--- src/rtl/pulse_scheduler.sv ---
// Trigger-to-pulse scheduler: one shared run counter drives NUM_CH delayed pulses,
// followed by a fixed holdoff; configuration is staged and copied in when arming.
module pulse_scheduler #(
   parameter int unsigned NUM_CH  = 4,
   parameter int unsigned CW      = 32,
   parameter int unsigned HOLDOFF = 16
) (
   input  logic              clk,
   input  logic              rst,
   input  logic              cfg_we,
   input  logic [2:0]        cfg_ch,
   input  logic              cfg_sel,
   input  logic [CW-1:0]     cfg_data,
   input  logic              arm,
   input  logic              cont,
   input  logic              abort,
   input  logic              trig,
   output logic [NUM_CH-1:0] y,
   output logic              armed,
   output logic              busy,
   output logic              done,
   output logic              missed
);

   localparam int unsigned HW = $clog2(HOLDOFF + 1);

   typedef enum logic [1:0] {IDLE, ARMED, RUNNING, HOLD} state_t;

   state_t            state;
   logic [CW-1:0]     stg_d [NUM_CH];
   logic [CW-1:0]     stg_w [NUM_CH];
   logic [CW-1:0]     act_d [NUM_CH];
   logic [CW-1:0]     act_w [NUM_CH];
   logic [CW:0]       ch_start [NUM_CH];
   logic [CW:0]       ch_end [NUM_CH];
   logic [NUM_CH-1:0] ch_en;
   logic [NUM_CH-1:0] y_nxt;
   logic [CW:0]       cnt;
   logic [CW:0]       cnt_nxt;
   logic [CW:0]       run_len;
   logic [HW-1:0]     hcnt;
   logic              cont_q;

   // Per-channel window bounds, one extra bit so D+W never wraps
   always_comb begin
      run_len = (CW+1)'(1);
      cnt_nxt = (&cnt) ? cnt : cnt + (CW+1)'(1);
      for (int i = 0; i < NUM_CH; i++) begin
         ch_en[i]    = (act_w[i] != '0);
         ch_start[i] = (act_d[i] == '0) ? (CW+1)'(1) : (CW+1)'(act_d[i]);
         ch_end[i]   = ch_start[i] + (CW+1)'(act_w[i]);
         y_nxt[i]    = ch_en[i] && (cnt_nxt >= ch_start[i]) && (cnt_nxt < ch_end[i]);
         if (ch_en[i] && (ch_end[i] > run_len)) run_len = ch_end[i];
      end
   end

   // Staging registers, writable at any time
   always_ff @(posedge clk) begin
      if (rst) begin
         for (int i = 0; i < NUM_CH; i++) begin
            stg_d[i] <= '0;
            stg_w[i] <= '0;
         end
      end else begin
         for (int i = 0; i < NUM_CH; i++) begin
            if (cfg_we && (cfg_ch == 3'(i))) begin
               if (cfg_sel) stg_w[i] <= cfg_data;
               else         stg_d[i] <= cfg_data;
            end
         end
      end
   end

   // Sequencer; active config only changes on entry to ARMED
   always_ff @(posedge clk) begin
      if (rst) begin
         state  <= IDLE;
         cnt    <= '0;
         hcnt   <= '0;
         cont_q <= 1'b0;
         y      <= '0;
         armed  <= 1'b0;
         busy   <= 1'b0;
         done   <= 1'b0;
         missed <= 1'b0;
         for (int i = 0; i < NUM_CH; i++) begin
            act_d[i] <= '0;
            act_w[i] <= '0;
         end
      end else begin
         done   <= 1'b0;
         missed <= 1'b0;
         if (abort) begin
            state <= IDLE;
            y     <= '0;
            armed <= 1'b0;
            busy  <= 1'b0;
         end else begin
            case (state)
               IDLE: begin
                  if (arm) begin
                     state  <= ARMED;
                     armed  <= 1'b1;
                     cont_q <= cont;
                     for (int i = 0; i < NUM_CH; i++) begin
                        act_d[i] <= stg_d[i];
                        act_w[i] <= stg_w[i];
                     end
                  end
               end
               ARMED: begin
                  if (trig) begin
                     state <= RUNNING;
                     armed <= 1'b0;
                     busy  <= 1'b1;
                     cnt   <= '0;
                     y     <= '0;
                  end
               end
               RUNNING: begin
                  missed <= trig;
                  cnt    <= cnt_nxt;
                  if (cnt_nxt == run_len) begin
                     state <= HOLD;
                     done  <= 1'b1;
                     y     <= '0;
                     hcnt  <= '0;
                  end else begin
                     y <= y_nxt;
                  end
               end
               HOLD: begin
                  missed <= trig;
                  if (hcnt == HW'(HOLDOFF - 1)) begin
                     busy <= 1'b0;
                     if (cont_q) begin
                        state <= ARMED;
                        armed <= 1'b1;
                        for (int i = 0; i < NUM_CH; i++) begin
                           act_d[i] <= stg_d[i];
                           act_w[i] <= stg_w[i];
                        end
                     end else begin
                        state <= IDLE;
                     end
                  end else begin
                     hcnt <= hcnt + HW'(1);
                  end
               end
               default: state <= IDLE;
            endcase
         end
      end
   end

endmodule

--- config.mk ---
export PLATFORM = sky130hd
export DESIGN_NAME = pulse_scheduler
export DESIGN_NICKNAME = d
export VERILOG_FILES = /design/src/rtl/pulse_scheduler.sv
export SDC_FILE = /design/constraint.sdc
export NUM_CORES = 2
export LEC_CHECK = 0
export BUFFER_PORTS_ARGS = -buffer_cell sky130_fd_sc_hd__buf_2
export CORE_MARGIN = 2
export CORE_UTILIZATION = 50
export CTS_CLUSTER_DIAMETER = 200
export DETAILED_ROUTE_END_ITERATION = 10
export GPL_TIMING_DRIVEN = 0
export MAX_ROUTING_LAYER = met4
export PLACE_DENSITY = 0.66
export SLEW_MARGIN = 20
export SYNTH_ARGS = -nofsm -noshare
export SYNTH_HDL_FRONTEND = slang
export SYNTH_SLANG_ARGS = --single-unit
--- constraint.sdc ---
create_clock -name clk -period 16.8 [get_ports clk]
set_clock_uncertainty 0.1 [all_clocks]
set_input_delay 1.68 -clock clk [delete_from_list [all_inputs] [get_ports clk]]
set_output_delay 1.68 -clock clk [all_outputs]
set_load 0.02 [all_outputs]
; Yosys cells after proc, flatten, opt, wreduce, memory -nomap -nowiden
; Memories as Yosys holds them, arrays and structs flattened.
; Cells that the tools add are included.
[classes]
addsub = 6
magnitude_cmp = 12
n_eq_ne = 14
muxes = 95
bitwise = 27
n_reduce_logical = 42
[ops]
columns = cell, n
row1 = two-way mux 32 bit, 28
row2 = two-way mux 33 bit, 6
row3 = adder 32 x 32 -> 33 bit, 4
row4 = >= comparator 33 x 32 -> 1 bit, 4
row5 = less-than comparator 33 bit, 4
row6 = logical NOT 32 bit, 4
row7 = nonzero test 32 bit, 4
row8 = > comparator 33 bit, 3
row9 = case mux 33 bit (2 select lines), 1
row10 = two-way mux 1 bit, 47
row11 = adder 33 x 1 -> 33 bit (second input constant), 1
row12 = equality test 33 bit, 1
row13 = > comparator 33 x 1 -> 1 bit (second input constant), 1
row14 = AND reduction 33 bit, 1
row15 = bitwise OR 1 bit, 24
row16 = logical AND 1 bit, 16
row17 = inequality test 2 bit (second input constant), 6
row18 = two-way mux 5 bit, 2
row19 = case mux 5 bit (2 select lines), 1
row20 = AND reduction 3 bit, 3
row21 = two-way mux 2 bit, 4
row22 = two-way mux 4 bit, 2
row23 = case mux 2 bit (4 select lines), 1
row24 = case mux 4 bit (2 select lines), 1
row25 = 18 further kinds, 27
[word_totals]
regBits = 49
ram_bits = 512
inputBits = 43
out_inout_bits = 8
elab_cells = 209
memories = 4
[memory_table]
columns = name, depth, width, read_ports, rd_ports_with_merged_regs, write_ports, line
row1 = act_d, 4, 32, 4, 0, 4, 32  ; logic [CW-1:0] act_d [NUM_CH];
row2 = act_w, 4, 32, 4, 0, 4, 33  ; logic [CW-1:0] act_w [NUM_CH];
row3 = stg_d, 4, 32, 4, 0, 4, 30  ; logic [CW-1:0] stg_d [NUM_CH];
row4 = stg_w, 4, 32, 4, 0, 4, 31  ; logic [CW-1:0] stg_w [NUM_CH];

; Depth between registers and ports, before layout
; An unclocked memory read counts as a cell.
[depth]
ltp_word = 19
depth_mapped = 57
depth_no_buf = 51

; Worst setup path before layout
; OpenSTA, ideal clock, no wires.
[synth_path]
path_type = register to register
startpoint = memory act_d[0][25]
endpoint = register hcnt[0]
setup_time_ns = 0.122
arrival_time_ns = 12.113
t_required_ns = 16.578
path_slack_ns = 4.465
stages_incl_launch_ff = 55
n_path_buf = 6
synth_period_minus_slack_ns = 12.335
path_cell_list = edfxtp_1 > nor4_1 > nand4_1 > o21bai_1 > ha_1 > fa_1 > a211oi_2 > o21ai_2 > a21boi_0 > or3b_2 > a221oi_1 > nand4_1 > nor4_1 > nand4_1 > nor2_1 > nor2_1 > nand2_1 > ha_1 > [19 not listed] > ha_1 > nand4_1 > nor4bb_1 > nand2_1 > o21ai_0 > o31ai_1 > nand2b_1 > clkbuf_1 > a41oi_1 > or3_1 > or4_1 > nor4_1 > o2111ai_1 > nor4_1 > nand4_1 > or2_1 > o211a_1 > o2bb2ai_1
[synth_lines]
columns = item, line
row1 = from (decl), 32
row2 = to (signal assigned), 147  ; hcnt <= hcnt + HW'(1);
row3 = to (decl), 41  ; logic [HW-1:0] hcnt;

==> run_summary.xml <==
<?xml version="1.0" encoding="UTF-8"?>
<metrics>
  <group name="yosys">
    <metric name="synthesis.nets" unit="">4731</metric>
    <metric name="synth.cell_area" unit="um2">40700</metric>
    <metric name="synth_top_area_cell" unit="">sky130_fd_sc_hd__edfxtp_1</metric>
    <metric name="yosys.cell_count.top_type" unit="">sky130_fd_sc_hd__and2_1</metric>
    <metric name="synth_top_cells_by_count" unit="">sky130_fd_sc_hd__and2_1, sky130_fd_sc_hd__edfxtp_1, sky130_fd_sc_hd__ha_1, sky130_fd_sc_hd__inv_1</metric>
    <metric name="synth-edff-count" unit="">512</metric>
    <metric name="post-synth-top-area-fraction" unit="%">37.8</metric>
    <metric name="synth.area.top_cells" unit="">sky130_fd_sc_hd__edfxtp_1, sky130_fd_sc_hd__ha_1, sky130_fd_sc_hd__and2_1</metric>
    <metric name="async_flop_share" unit="%">0</metric>
    <metric name="syn_area_per_cell" unit="um2">9.70</metric>
    <metric name="synthesis.instances" unit="">4196</metric>
    <metric name="post_synth_num_cell_types" unit="">95</metric>
    <metric name="ys_warn_count" unit="">0</metric>
    <metric name="postSynthRegisterBits" unit="">561</metric>
    <metric name="ys_seq_area_share" unit="%">40.2</metric>
    <metric name="synthFlopType" unit="">sky130_fd_sc_hd__edfxtp_1</metric>
  </group>
  <group name="power">
    <metric name="irDropWorstVdd" unit="mV">0.0855</metric>
    <metric name="total_leakage_power" unit="nW">19.4</metric>
    <metric name="power-per-cell-area" unit="nW/um2">107</metric>
  </group>
  <group name="place">
    <metric name="detailedPlacementHpwl" unit="um">115000</metric>
    <metric name="placed_cells" unit="">5343</metric>
    <metric name="place_congestion" unit="">1.01</metric>
    <metric name="placement.setup.worst_slack" unit="ns">-0.396</metric>
    <metric name="placement.io_buffers" unit="">47</metric>
    <metric name="post_dp_cell_area" unit="um2">43300</metric>
  </group>
  <group name="setup_path">
    <metric name="critical_path_peak_fanout" unit="">10</metric>
    <metric name="critical_path_required" unit="ns">17.23</metric>
    <metric name="cpPeakStageDelay" unit="ns">0.60</metric>
    <metric name="critPathCaptureType" unit="">register</metric>
    <metric name="critical_path_arrival" unit="ns">16.74</metric>
    <metric name="criticalPathCategory" unit="">register to register</metric>
    <metric name="critPathLaunchType" unit="">register</metric>
    <metric name="crit_slowest_cell" unit="">sky130_fd_sc_hd__or4_1</metric>
    <metric name="critPathMostFrequentCell" unit="">sky130_fd_sc_hd__nand4_1</metric>
  </group>
  <group name="route">
    <metric name="detailedRoute.firstIterationViolations" unit="">3993</metric>
    <metric name="dr_total_vias" unit="">33300</metric>
    <metric name="vias_per_cell" unit="">6.10</metric>
    <metric name="drt-pass1-iter-count" unit="">9</metric>
    <metric name="totalWireLength" unit="um">149000</metric>
    <metric name="drtAntennaViolNets" unit="">0</metric>
    <metric name="routed_wire_length_per_instance" unit="um">27.3</metric>
    <metric name="route.detailed.drc" unit="">0</metric>
  </group>
  <group name="cells_and_area">
    <metric name="design_area" unit="um2">45300</metric>
    <metric name="layout.cells.non_filler" unit="">5459</metric>
    <metric name="area.growth.synth_to_final" unit="%">11.3</metric>
    <metric name="design.final.nets" unit="">4878</metric>
    <metric name="drive_gt1_share" unit="%">6.43</metric>
  </group>
  <group name="clocking">
    <metric name="insertion_delay" unit="ns">0.65</metric>
    <metric name="cts-root-buf" unit="">sky130_fd_sc_hd__clkbuf_16</metric>
    <metric name="tritoncts_clock_tree" unit="">built</metric>
    <metric name="post_cts_buffers" unit="">0</metric>
    <metric name="cts.htree.levels" unit="">2</metric>
    <metric name="path_clk_slew" unit="ns">0.06</metric>
    <metric name="cts_made_buffers" unit="">59</metric>
    <metric name="clock-sinks" unit="">561</metric>
    <metric name="clock_path_buffers" unit="">3</metric>
  </group>
  <group name="timing">
    <metric name="min_period_over_period" unit="%">97.0</metric>
    <metric name="worstMarginPinSlew" unit="ns">1.29</metric>
    <metric name="timing.slew.headroom" unit="%">13.7</metric>
    <metric name="timing_max_transition_violations_final" unit="">0</metric>
    <metric name="final_hold_viol_count" unit="">0</metric>
    <metric name="whs" unit="ns">0.354</metric>
    <metric name="final_period_minus_worst_setup_slack" unit="ns">16.30</metric>
    <metric name="setup_failing_eps_final" unit="">0</metric>
    <metric name="fmax" unit="MHz">61.3</metric>
    <metric name="setup_tns" unit="ns">0</metric>
    <metric name="worst_slack" unit="ns">0.498</metric>
  </group>
  <group name="global_routing">
    <metric name="globalRouteOverflowTotal" unit="">0</metric>
    <metric name="largest_net_degree_at_the_start_of_global_routing" unit="">33</metric>
    <metric name="grt.total_usage" unit="%">36.4</metric>
    <metric name="first_pass_grt_wire_length" unit="um">211000</metric>
    <metric name="initial_antenna_violation_count" unit="">13</metric>
    <metric name="number_of_global_route_vias_before_repair" unit="">30500</metric>
  </group>
  <group name="floorplan">
    <metric name="starting_density_of_the_core" unit="%">50.5</metric>
    <metric name="x_dimension_of_the_die" unit="um">289</metric>
    <metric name="io_pins" unit="">51</metric>
    <metric name="area_of_the_core_region" unit="um2">80500</metric>
    <metric name="design.die.area" unit="um2">83700</metric>
    <metric name="fp-row-count" unit="">104</metric>
    <metric name="die_y" unit="um">289</metric>
  </group>
  <group name="outcome">
    <metric name="outcome" unit="">complete, no violations</metric>
  </group>
  <group name="hold_path">
    <metric name="class_of_the_tightest_hold_or_removal_check" unit="">register to register</metric>
  </group>
  <group name="run">
    <metric name="max-cap-violations" unit="">0</metric>
  </group>
</metrics>
[flip-flops by register name (all words and copies together), names as in the netlist, 2 cells and up]
register / flops
act_d: 128
state: 2
stg_w: 128
act_w: 128
y: 4
stg_d: 128
hcnt: 5
cnt: 33
[stage by stage]
stage,utilization (%),total power [mW]
floorplan,-,2.86
global placement,52.5,3.47
detailed placement,53.8,3.47
CTS,56.2,4.78
global route,56.2,5.05
finish,56.3,4.84
[layout make-up]
cell class              instances  area, um2
fillers                      7107      35200
multi-input cells            3065      22600
flip-flops and latches        561      16400
clock buffers                  72       1570
well taps                    1060       1330
inverters                     326       1220
repair buffers                 87        976
plain buffers                 243        930
clock inverters                32        335
diodes                         13       32.5
[critical path, delay by kind of cell (launching register included)]
family          cells  cell delay, ns
mux                 1            0.20
flops               1            0.56
fa+ha+maj           5            1.35
simple gates       25            7.68
compound gates     17            4.43
buf+inv             5            1.84
[cells by family (layout without fill, tap and decap cells)]
family / Yosys count / in the layout / synth area share [%]
and+or+nand+nor: 1488 / 1488 / 20.5
AOI/OAI and AO/OA: 867 / 867 / 13.9
buffers and inverters: 570 / 760 / 5.27
DFF: 561 / 561 / 40.2
adders and majority gates: 492 / 492 / 15.2
xor gates and xnor gates: 194 / 194 / 4.31
muxes: 24 / 24 / 0.615
other: 0 / 13 / 0
[report_power, final]
| group | switching [mW] | leakage (nW) | total, mW | internal [mW] |
|---|---|---|---|---|
| logic | 1.20 | 12.9 | 1.85 | 0.645 |
| registers | 0.0630 | 5.55 | 1.68 | 1.61 |
| clock network | 0.569 | 0.927 | 1.31 | 0.740 |
| total | 1.84 | 19.4 | 4.84 | 3.00 |
[worst paths after layout]
kind	startpoint	depth (start not counted)	slack [ns]	end
max	act_d[0][29]$_DFFE_PP_	53	0.50	y[0]$_SDFFE_PP0P_
max reg2reg	act_d[0][29]$_DFFE_PP_	53	0.50	y[0]$_SDFFE_PP0P_
min reg2reg	y[1]$_SDFFE_PP0P_	2	0.35	y[1]$_SDFFE_PP0P_
min	y[1]$_SDFFE_PP0P_	2	0.35	y[1]$_SDFFE_PP0P_
[cells in the final DEF (no fill, tap or decap), types with 18 or more instances in the layout]
cell	netlist	layout
sky130_fd_sc_hd__a211oi_1	49	48
sky130_fd_sc_hd__a21o_1	110	110
sky130_fd_sc_hd__a21oi_1	232	230
sky130_fd_sc_hd__a22oi_1	33	33
sky130_fd_sc_hd__a31oi_1	18	18
sky130_fd_sc_hd__and2_1	531	531
sky130_fd_sc_hd__and3_1	37	37
sky130_fd_sc_hd__buf_2	6	54
sky130_fd_sc_hd__clkbuf_1	232	237
sky130_fd_sc_hd__clkbuf_16	0	61
sky130_fd_sc_hd__dfxtp_1	49	49
sky130_fd_sc_hd__edfxtp_1	512	512
sky130_fd_sc_hd__ha_1	488	488
sky130_fd_sc_hd__inv_1	324	322
sky130_fd_sc_hd__nand2_1	207	203
sky130_fd_sc_hd__nand2b_1	48	48
sky130_fd_sc_hd__nand3_1	82	82
sky130_fd_sc_hd__nand4_1	102	102
sky130_fd_sc_hd__nor2_1	168	168
sky130_fd_sc_hd__nor2b_1	58	58
sky130_fd_sc_hd__nor3_1	69	66
sky130_fd_sc_hd__nor4_1	86	86
sky130_fd_sc_hd__o211ai_1	22	22
sky130_fd_sc_hd__o21a_1	30	30
sky130_fd_sc_hd__o21ai_0	192	185
sky130_fd_sc_hd__or3_1	24	24
sky130_fd_sc_hd__xnor2_1	127	120
sky130_fd_sc_hd__xor2_1	63	58
[what timing repair did]
action	4_1_cts	5_1_grt
gates resized for setup	5	16
endpoints found under the setup margin	12	12
hold buffers	0	0
[per-layer routing]
| metal | GRT usage, % | wire length, um |
|---|---|---|
| met3 | 4.40 | 13200 |
| met1 | 52.5 | 66400 |
| met4 | 13.6 | 5760 |
| met5 | - | 0 |
| met2 | 52.3 | 63400 |
(Power assumes the default switching activity.)
